$ cat src/rtl/mem_arbiter.sv
// Round-robin arbiter and sequencer that lets two requesters share one
// single-port synchronous memory; every output is registered.
module mem_arbiter #(
    parameter int ADDR_W = 4,
    parameter int DATA_W = 8
) (
    input  logic              clk,
    input  logic              rst,
    input  logic              a_req,
    input  logic              a_we,
    input  logic [ADDR_W-1:0] a_addr,
    input  logic [DATA_W-1:0] a_wdata,
    output logic              a_ack,
    output logic [DATA_W-1:0] a_rdata,
    input  logic              b_req,
    input  logic              b_we,
    input  logic [ADDR_W-1:0] b_addr,
    input  logic [DATA_W-1:0] b_wdata,
    output logic              b_ack,
    output logic [DATA_W-1:0] b_rdata,
    output logic              mem_r_w,
    output logic [ADDR_W-1:0] mem_addr,
    output logic [DATA_W-1:0] mem_wdata,
    input  logic [DATA_W-1:0] mem_rdata,
    output logic [2:0]        dbg_state
);

    // Handshake: a requester raises req with we/addr/wdata stable, holds it
    // until its one-cycle ack, and drops it at the edge ending the ack cycle;
    // req still high in the next IDLE cycle is a new request.
    typedef enum logic [2:0] {
        IDLE   = 3'd0,
        WR     = 3'd1,
        RD     = 3'd2,
        RDWAIT = 3'd3,
        DONE   = 3'd4
    } state_t;

    state_t              state, state_nx;
    logic                last_grant, last_grant_nx;  // 0 = A, 1 = B
    logic                gnt, gnt_nx;
    logic                grant, sel_b, sel_we;
    logic                mem_r_w_nx, a_ack_nx, b_ack_nx;
    logic [ADDR_W-1:0]   mem_addr_nx;
    logic [DATA_W-1:0]   mem_wdata_nx, a_rdata_nx, b_rdata_nx;

    assign dbg_state = state;

    always_ff @(posedge clk) begin
        if (rst) state <= IDLE;
        else     state <= state_nx;
    end

    // Outputs are computed one cycle ahead so they line up with the state.
    always_comb begin
        state_nx      = state;
        last_grant_nx = last_grant;
        gnt_nx        = gnt;
        grant         = 1'b0;
        sel_b         = 1'b0;
        sel_we        = 1'b0;
        mem_r_w_nx    = 1'b0;
        mem_addr_nx   = mem_addr;
        mem_wdata_nx  = mem_wdata;
        a_ack_nx      = 1'b0;
        b_ack_nx      = 1'b0;
        a_rdata_nx    = a_rdata;
        b_rdata_nx    = b_rdata;
        case (state)
            IDLE: begin
                if (a_req && b_req) begin
                    grant = 1'b1;
                    sel_b = ~last_grant;
                end else if (a_req) begin
                    grant = 1'b1;
                end else if (b_req) begin
                    grant = 1'b1;
                    sel_b = 1'b1;
                end
                if (grant) begin
                    gnt_nx        = sel_b;
                    last_grant_nx = sel_b;
                    sel_we        = sel_b ? b_we : a_we;
                    mem_addr_nx   = sel_b ? b_addr : a_addr;
                    if (sel_we) begin
                        mem_wdata_nx = sel_b ? b_wdata : a_wdata;
                        mem_r_w_nx   = 1'b1;
                        state_nx     = WR;
                    end else begin
                        state_nx = RD;
                    end
                end
            end
            WR: begin
                state_nx = DONE;
                a_ack_nx = ~gnt;
                b_ack_nx = gnt;
            end
            RD: state_nx = RDWAIT;
            RDWAIT: begin
                state_nx = DONE;
                a_ack_nx = ~gnt;
                b_ack_nx = gnt;
                if (gnt) b_rdata_nx = mem_rdata;
                else     a_rdata_nx = mem_rdata;
            end
            DONE:    state_nx = IDLE;
            default: state_nx = IDLE;
        endcase
    end

    always_ff @(posedge clk) begin
        if (rst) begin
            last_grant <= 1'b1;
            gnt        <= 1'b0;
            mem_r_w    <= 1'b0;
            mem_addr   <= '0;
            mem_wdata  <= '0;
            a_ack      <= 1'b0;
            b_ack      <= 1'b0;
            a_rdata    <= '0;
            b_rdata    <= '0;
        end else begin
            last_grant <= last_grant_nx;
            gnt        <= gnt_nx;
            mem_r_w    <= mem_r_w_nx;
            mem_addr   <= mem_addr_nx;
            mem_wdata  <= mem_wdata_nx;
            a_ack      <= a_ack_nx;
            b_ack      <= b_ack_nx;
            a_rdata    <= a_rdata_nx;
            b_rdata    <= b_rdata_nx;
        end
    end

endmodule

$ cat config.mk
export PLATFORM = sky130hd
export DESIGN_NAME = mem_arbiter
export DESIGN_NICKNAME = d
export VERILOG_FILES = /design/src/rtl/mem_arbiter.sv
export SDC_FILE = /design/constraint.sdc
export NUM_CORES = 1
export LEC_CHECK = 0
export CAP_MARGIN = 20
export CORE_MARGIN = 3
export CORE_UTILIZATION = 43
export DETAILED_ROUTE_END_ITERATION = 7
export GPL_TIMING_DRIVEN = 0
export PLACE_DENSITY = 0.81
export RECOVER_POWER = 50
export SLEW_MARGIN = 20
export SYNTH_ARGS = -nofsm -noshare
export SYNTH_HDL_FRONTEND = slang
export SYNTH_SLANG_ARGS = --single-unit
$ cat constraint.sdc
create_clock -name clk -period 3.6 [get_ports clk]
set_input_delay 0.36 -clock clk [delete_from_list [all_inputs] [get_ports clk]]
set_output_delay 0.36 -clock clk [all_outputs]
set_load 0.02 [all_outputs]
Word level (Yosys, flattened, before mapping)
Cells that the tools add are included.
{"block": "word_totals", "reg_bits": 36, "in_bits": 38, "output_inout_bits": 34, "elab_cells": 42}
{"block": "classes", "n_eq_ne": 4, "muxes": 14, "bitwise": 5, "n_reduce_logical": 9}
{"op": "$mux 1", "n": 9}
{"op": "$pmux 3 s3", "n": 1}
{"op": "$mux 8", "n": 1}
{"op": "$eq 3x2->1 const B", "n": 2}
{"op": "$reduce_and 2->1", "n": 3}
{"op": "$not 1->1", "n": 5}
{"op": "$mux 4", "n": 1}
{"op": "$reduce_or 2->1", "n": 2}
{"op": "$eq 3x1->1 const B", "n": 1}
{"op": "$logic_not 3->1", "n": 1}
{"op": "$mux 3", "n": 1}
{"op": "$reduce_and 3->1", "n": 1}
{"op": "$reduce_or 3->1", "n": 1}
{"op": "$mux 2", "n": 1}
{"op": "$ne 2x2->1 const B", "n": 1}
{"op": "$logic_and 1x1->1", "n": 1}

Longest topological paths before layout
{"block": "logic_depth", "word_depth": 8, "mapped_depth": 6, "depth_no_buf": 4}

Least setup slack after synthesis
No wires, ideal clock.
{"block": "synth_timing", "path_kind": "register to register", "start": "register state[2], in the netlist dbg_state[2]", "end": "register mem_addr[0]", "setup_ns": 0.146, "t_arrival_ns": 1.224, "required_ns": 3.454, "setup_slack_ns": 2.229, "path_stages_with_launch": 5, "n_path_buf": 2, "period_less_slack_ns": 1.371, "cell_sequence": "dfxtp_1 nor4_2 buf_2 buf_4 a211oi_1"}
{"block": "synth_between", "elab_chain_len": 2}
{"element": "start: declaration", "line_no": "39", "text": "state_t state, state_nx;"}
{"element": "start signal: assignment", "line_no": "51", "text": "else state <= state_nx;"}
{"element": "$logic_not 3->1", "line_no": "69", "text": "case (state)"}
{"element": "$reduce_and 2->1 (no source line)"}
{"element": "end signal: assignment", "line_no": "127", "text": "mem_addr <= mem_addr_nx;"}
{"element": "end: declaration", "line_no": "22", "text": "output logic [ADDR_W-1:0] mem_addr,"}
No other way between the ends.
A chain may end at the register's enable or synchronous reset.

Worst setup path after layout
{"block": "layout_timing", "start": "input port b_req", "end": "register mem_wdata[3]"}
{"block": "layout_between", "elab_chain_len": 6, "elab_cells_between_ends": 11, "classes_between": "mux (9); reduce/logical (2)"}
{"element": "start: declaration", "line_no": "15", "text": "input logic b_req,"}
{"element": "$mux 1", "line_no": "76", "text": "end else if (b_req) begin"}
{"element": "$mux 1", "line_no": "74", "text": "end else if (a_req) begin"}
{"element": "$mux 1", "line_no": "71", "text": "if (a_req && b_req) begin"}
{"element": "$mux 1", "line_no": "69"}
{"element": "$mux 1", "line_no": "83", "text": "sel_we = sel_b ? b_we : a_we;"}
{"element": "$reduce_and 3->1 (no source line)"}
{"element": "end signal: assignment", "line_no": "128", "text": "mem_wdata <= mem_wdata_nx;"}
{"element": "end: declaration", "line_no": "23", "text": "output logic [DATA_W-1:0] mem_wdata,"}
Parallel ways exist; a longest one is shown, timed or not. The select of a mux whose other input is x is not followed.

==> reports/results.txt <==
The run finished with clean final reports. After layout, the minimum clock period comes to 2360 ps. Timing endpoint of the critical path: mem_wdata[3]$_SDFFE_PP0P_. The tools report the start point of the critical path as b_req.

The logs give 0 for the number of antenna violations at the first check in global routing and 0.000257 V for the worst supply voltage drop on vdd. In this run the worst hold path is classified as in -> reg. Timing analysis after detailed placement gives a worst setup slack of 1640 ps.

Measured along the y axis, the die boundary spans 65.6 um. After clock tree synthesis, the clock-pin slew on the worst setup and hold paths is 110 ps. The first routing iteration left 51 violations.

The tools report the number of standard-cell rows in the floorplan as 21. Global routing consumed, on the met1 layer, 24.4% of the routing resources. The detailed-route vias per instance is 4.84. In this run the count of I/O pins placed on the die edge is 72. After floorplanning, the core was sized to cover 3390 um^2.

For the final routed database, the setup TNS stands at 0 ps. The top fanout value on the critical path is 9. The beginning of the worst hold path was rst. Compared with the post-synthesis result, the final layout area differs by 51.5%. Number of optimization iterations in the first detailed-route pass: 4.

The width of the chip is 65.6 um, and the wire length of the first global-routing pass is 6350 um. The setup slack of the worst register-to-register path was 1500 ps. Total overflow reported by the global router: 0.

In the post-route analysis, the smallest setup slack over all paths is 1240 ps. The worst setup path is launched from an input pin. Setup repair after global routing left no endpoint under its margin. The number of design rule violations left after detail routing was 0. The required time of the critical path came out at 3790 ps. For the maximum level of the CTS H-tree, the log shows 2.

Across all layers, the routed design uses 1433 vias. The number of buffers created by CTS was 5. Counting flops and latches in the post-synthesis netlist gives 36. TritonCTS built the clock tree.

In this run the cell area of the synthesized design comes to 1530 um^2. In the synthesized netlist the dominant register cell turns out to be sky130_fd_sc_hd__dfxtp_1. Summed over its instances, the top area cell type makes up 47.1% of the synthesized netlist area. Setup violations remaining at the end of the flow were counted as 0. At the end of routability-driven placement, the weighted congestion stood at 0.781. The Yosys step of the flow raised 0 warnings. The initial cell density of the core is 45.1%, and the worst slew slack as a fraction of its limit is 57.7%. In this run the static leakage power is 0.842 nW. Counting cells, the worst reg-to-reg path comes to 5.

The final net count is 287. The count of final hold-check violations was 0; the clock insertion delay at the later pin of the skew report was 340 ps. The worst path uses 65.7% of the clock period. Global routing used 18.8% of the available tracks across all layers. The worst register-to-register path begins at last_grant$_SDFFE_PP1P_. Counting along the longest clock path gives a buffer depth of 2. STA classifies the critical path endpoint as a flop. The mean instance size in the synthesized netlist was 8.84 um^2; the number of buffers inserted by hold repair at cts was 0.

Synthesis produced 173 cells. The number of resized instances in the post-cts repair step came out at 0. The tools report the worst flop-to-flop path endpoint as mem_wdata[3]$_SDFFE_PP0P_. After layout, the design draws a total of 0.901 mW. The run gives 0 as the total of max-cap violations.

The fraction of layout instances using a drive strength above 1 is 7.60%, and the buffers inserted during post-CTS setup optimization is 0. The distinct cell type count of the synthesized netlist is 22. The run gives 0 as the antenna cell count. Share of the core filled with cells in the final layout: 68.3%. For the largest clock skew in the final design, the log shows 9.55 ps.

The cell sitting at the root of the clock tree is a sky130_fd_sc_hd__clkbuf_4. The per-cell routed wire length came out at 13.3 um. The setup path with the least slack is of type in -> reg.

After global routing, the most crowded layer is met2. In the synthesized netlist, the cells that appear most often are sky130_fd_sc_hd__dfxtp_1, sky130_fd_sc_hd__nand2_1, sky130_fd_sc_hd__a21oi_1, sky130_fd_sc_hd__inv_1, sky130_fd_sc_hd__nor2_1. The number of port buffers is 69. The logs give 0 for the number of max-slew violations in the final report and 211 for the post-synthesis net count.

Final hold analysis gives a worst-case slack of 399 ps. In the synthesized netlist the async set-or-reset flop fraction comes to 0%. The full die area is 4310 um^2.

The tools report the detailed-placement wirelength estimate as 2920 um. The most frequent cell after synthesis is sky130_fd_sc_hd__dfxtp_1. Global routing used 31.7% of the available met2 tracks. For this block, the routed nets add up to 3930 um of wire. The power density over the cells came out at 389 nW/um^2. The clock net in this run drives a total of 36 sinks.

The maximum operating frequency came out at 423 MHz. The largest net degree at the start of global routing was 11. Number of global-route vias before repair: 1366. The synthesized design spends more area on one cell type than any other, namely sky130_fd_sc_hd__dfxtp_1. By area the synthesized netlist is led by sky130_fd_sc_hd__dfxtp_1, sky130_fd_sc_hd__a221oi_2, sky130_fd_sc_hd__nand2_1. Data arrives at the worst endpoint at 2550 ps. The run gives 47.1% as the sequential cell area fraction in the yosys report. The met3 track demand over resource in global routing was 3.59%. The synthesized design contains 0 enable-type register cells.

The detail route stage leaves a number of antenna-violating nets equal to 0. The worst-margin pin slew is 634 ps.
==> cells by family (layout without fill, tap and decap cells) <==
| kind of cell | after synthesis | count (layout) | share of synthesized area (%) |
|---|---|---|---|
| buf+inv | 23 | 100 | 6.71 |
| simple gates | 67 | 67 | 21.6 |
| mux | 6 | 6 | 3.93 |
| compound gates | 41 | 41 | 20.6 |
| flops | 36 | 36 | 47.1 |
==> sequential cells by signal, indices dropped and copies added (netlist names) <==
name        flops
a_ack           1
a_rdata         8
b_ack           1
b_rdata         8
dbg_state       3
gnt             1
last_grant      1
mem_addr        4
mem_r_w         1
mem_wdata       8
==> layer usage <==
| metal | share of wire [%] | up-vias |
|---|---|---|
| met5 | 0 | - |
| met4 | 1.3 | 0 |
| met3 | 4.1 | 7 |
| met2 | 49 | 36 |
| met1 | 45 | 655 |
| li1 | - | 735 |
==> worst min-delay path by stage <==
stage | to | slack (ps) | cells past startpoint
detailed placement | b_rdata[4]$_SDFFE_PP0P_ | 450 | 2
global route | dbg_state[2]$_SDFFE_PP0P_ | 420 | 2
floorplan | last_grant$_SDFFE_PP1P_ | 470 | 2
CTS | dbg_state[2]$_SDFFE_PP0P_ | 400 | 2
finish | dbg_state[2]$_SDFFE_PP0P_ | 400 | 2
global placement | a_rdata[1]$_SDFFE_PP0P_ | 440 | 2
==> cells in the final DEF, fill, tap and decap left out, types with 4 or more instances in the layout <==
cell / count
sky130_fd_sc_hd__a211oi_1: 4
sky130_fd_sc_hd__a21oi_1: 18
sky130_fd_sc_hd__a221oi_2: 8
sky130_fd_sc_hd__clkbuf_1: 10
sky130_fd_sc_hd__clkbuf_4: 5
sky130_fd_sc_hd__clkdlybuf4s50_1: 56
sky130_fd_sc_hd__dfxtp_1: 36
sky130_fd_sc_hd__dlygate4sd3_1: 13
sky130_fd_sc_hd__inv_1: 11
sky130_fd_sc_hd__mux2i_1: 6
sky130_fd_sc_hd__nand2_1: 32
sky130_fd_sc_hd__nand2b_1: 10
sky130_fd_sc_hd__nand3b_1: 9
sky130_fd_sc_hd__nor2_1: 11
sky130_fd_sc_hd__o21ai_0: 8
==> power by group <==
part           internal (mW)  leakage (nW)  switching, mW
Combinational          0.116         0.516          0.117
Clock                 0.0964        0.0326          0.128
Sequential             0.427         0.294         0.0167
==> stage by stage <==
stage	cells	cell area, um^2
after global routing	296	2320
after detailed placement	288	2280
after global placement	288	2280
final	296	2320
after CTS	296	2340
after floorplan	173	1530
==> critical path, cell delays in order <==
cell,delay [ps]
sky130_fd_sc_hd__dlygate4sd3_1,540
sky130_fd_sc_hd__a21boi_0,520
sky130_fd_sc_hd__mux2i_1,360
sky130_fd_sc_hd__nand2b_1,140
sky130_fd_sc_hd__clkbuf_1,480
sky130_fd_sc_hd__a221oi_2,150
==> area by class of cell <==
class	count	area (um^2)
plain buffers	12	52.6
clock buffers	8	58.8
fillers	289	1070
inverters	11	41.3
multi-input cells	114	694
flip-flops and latches	36	721
well taps	46	57.6
repair buffers	69	691
(Power assumes the default switching activity.)
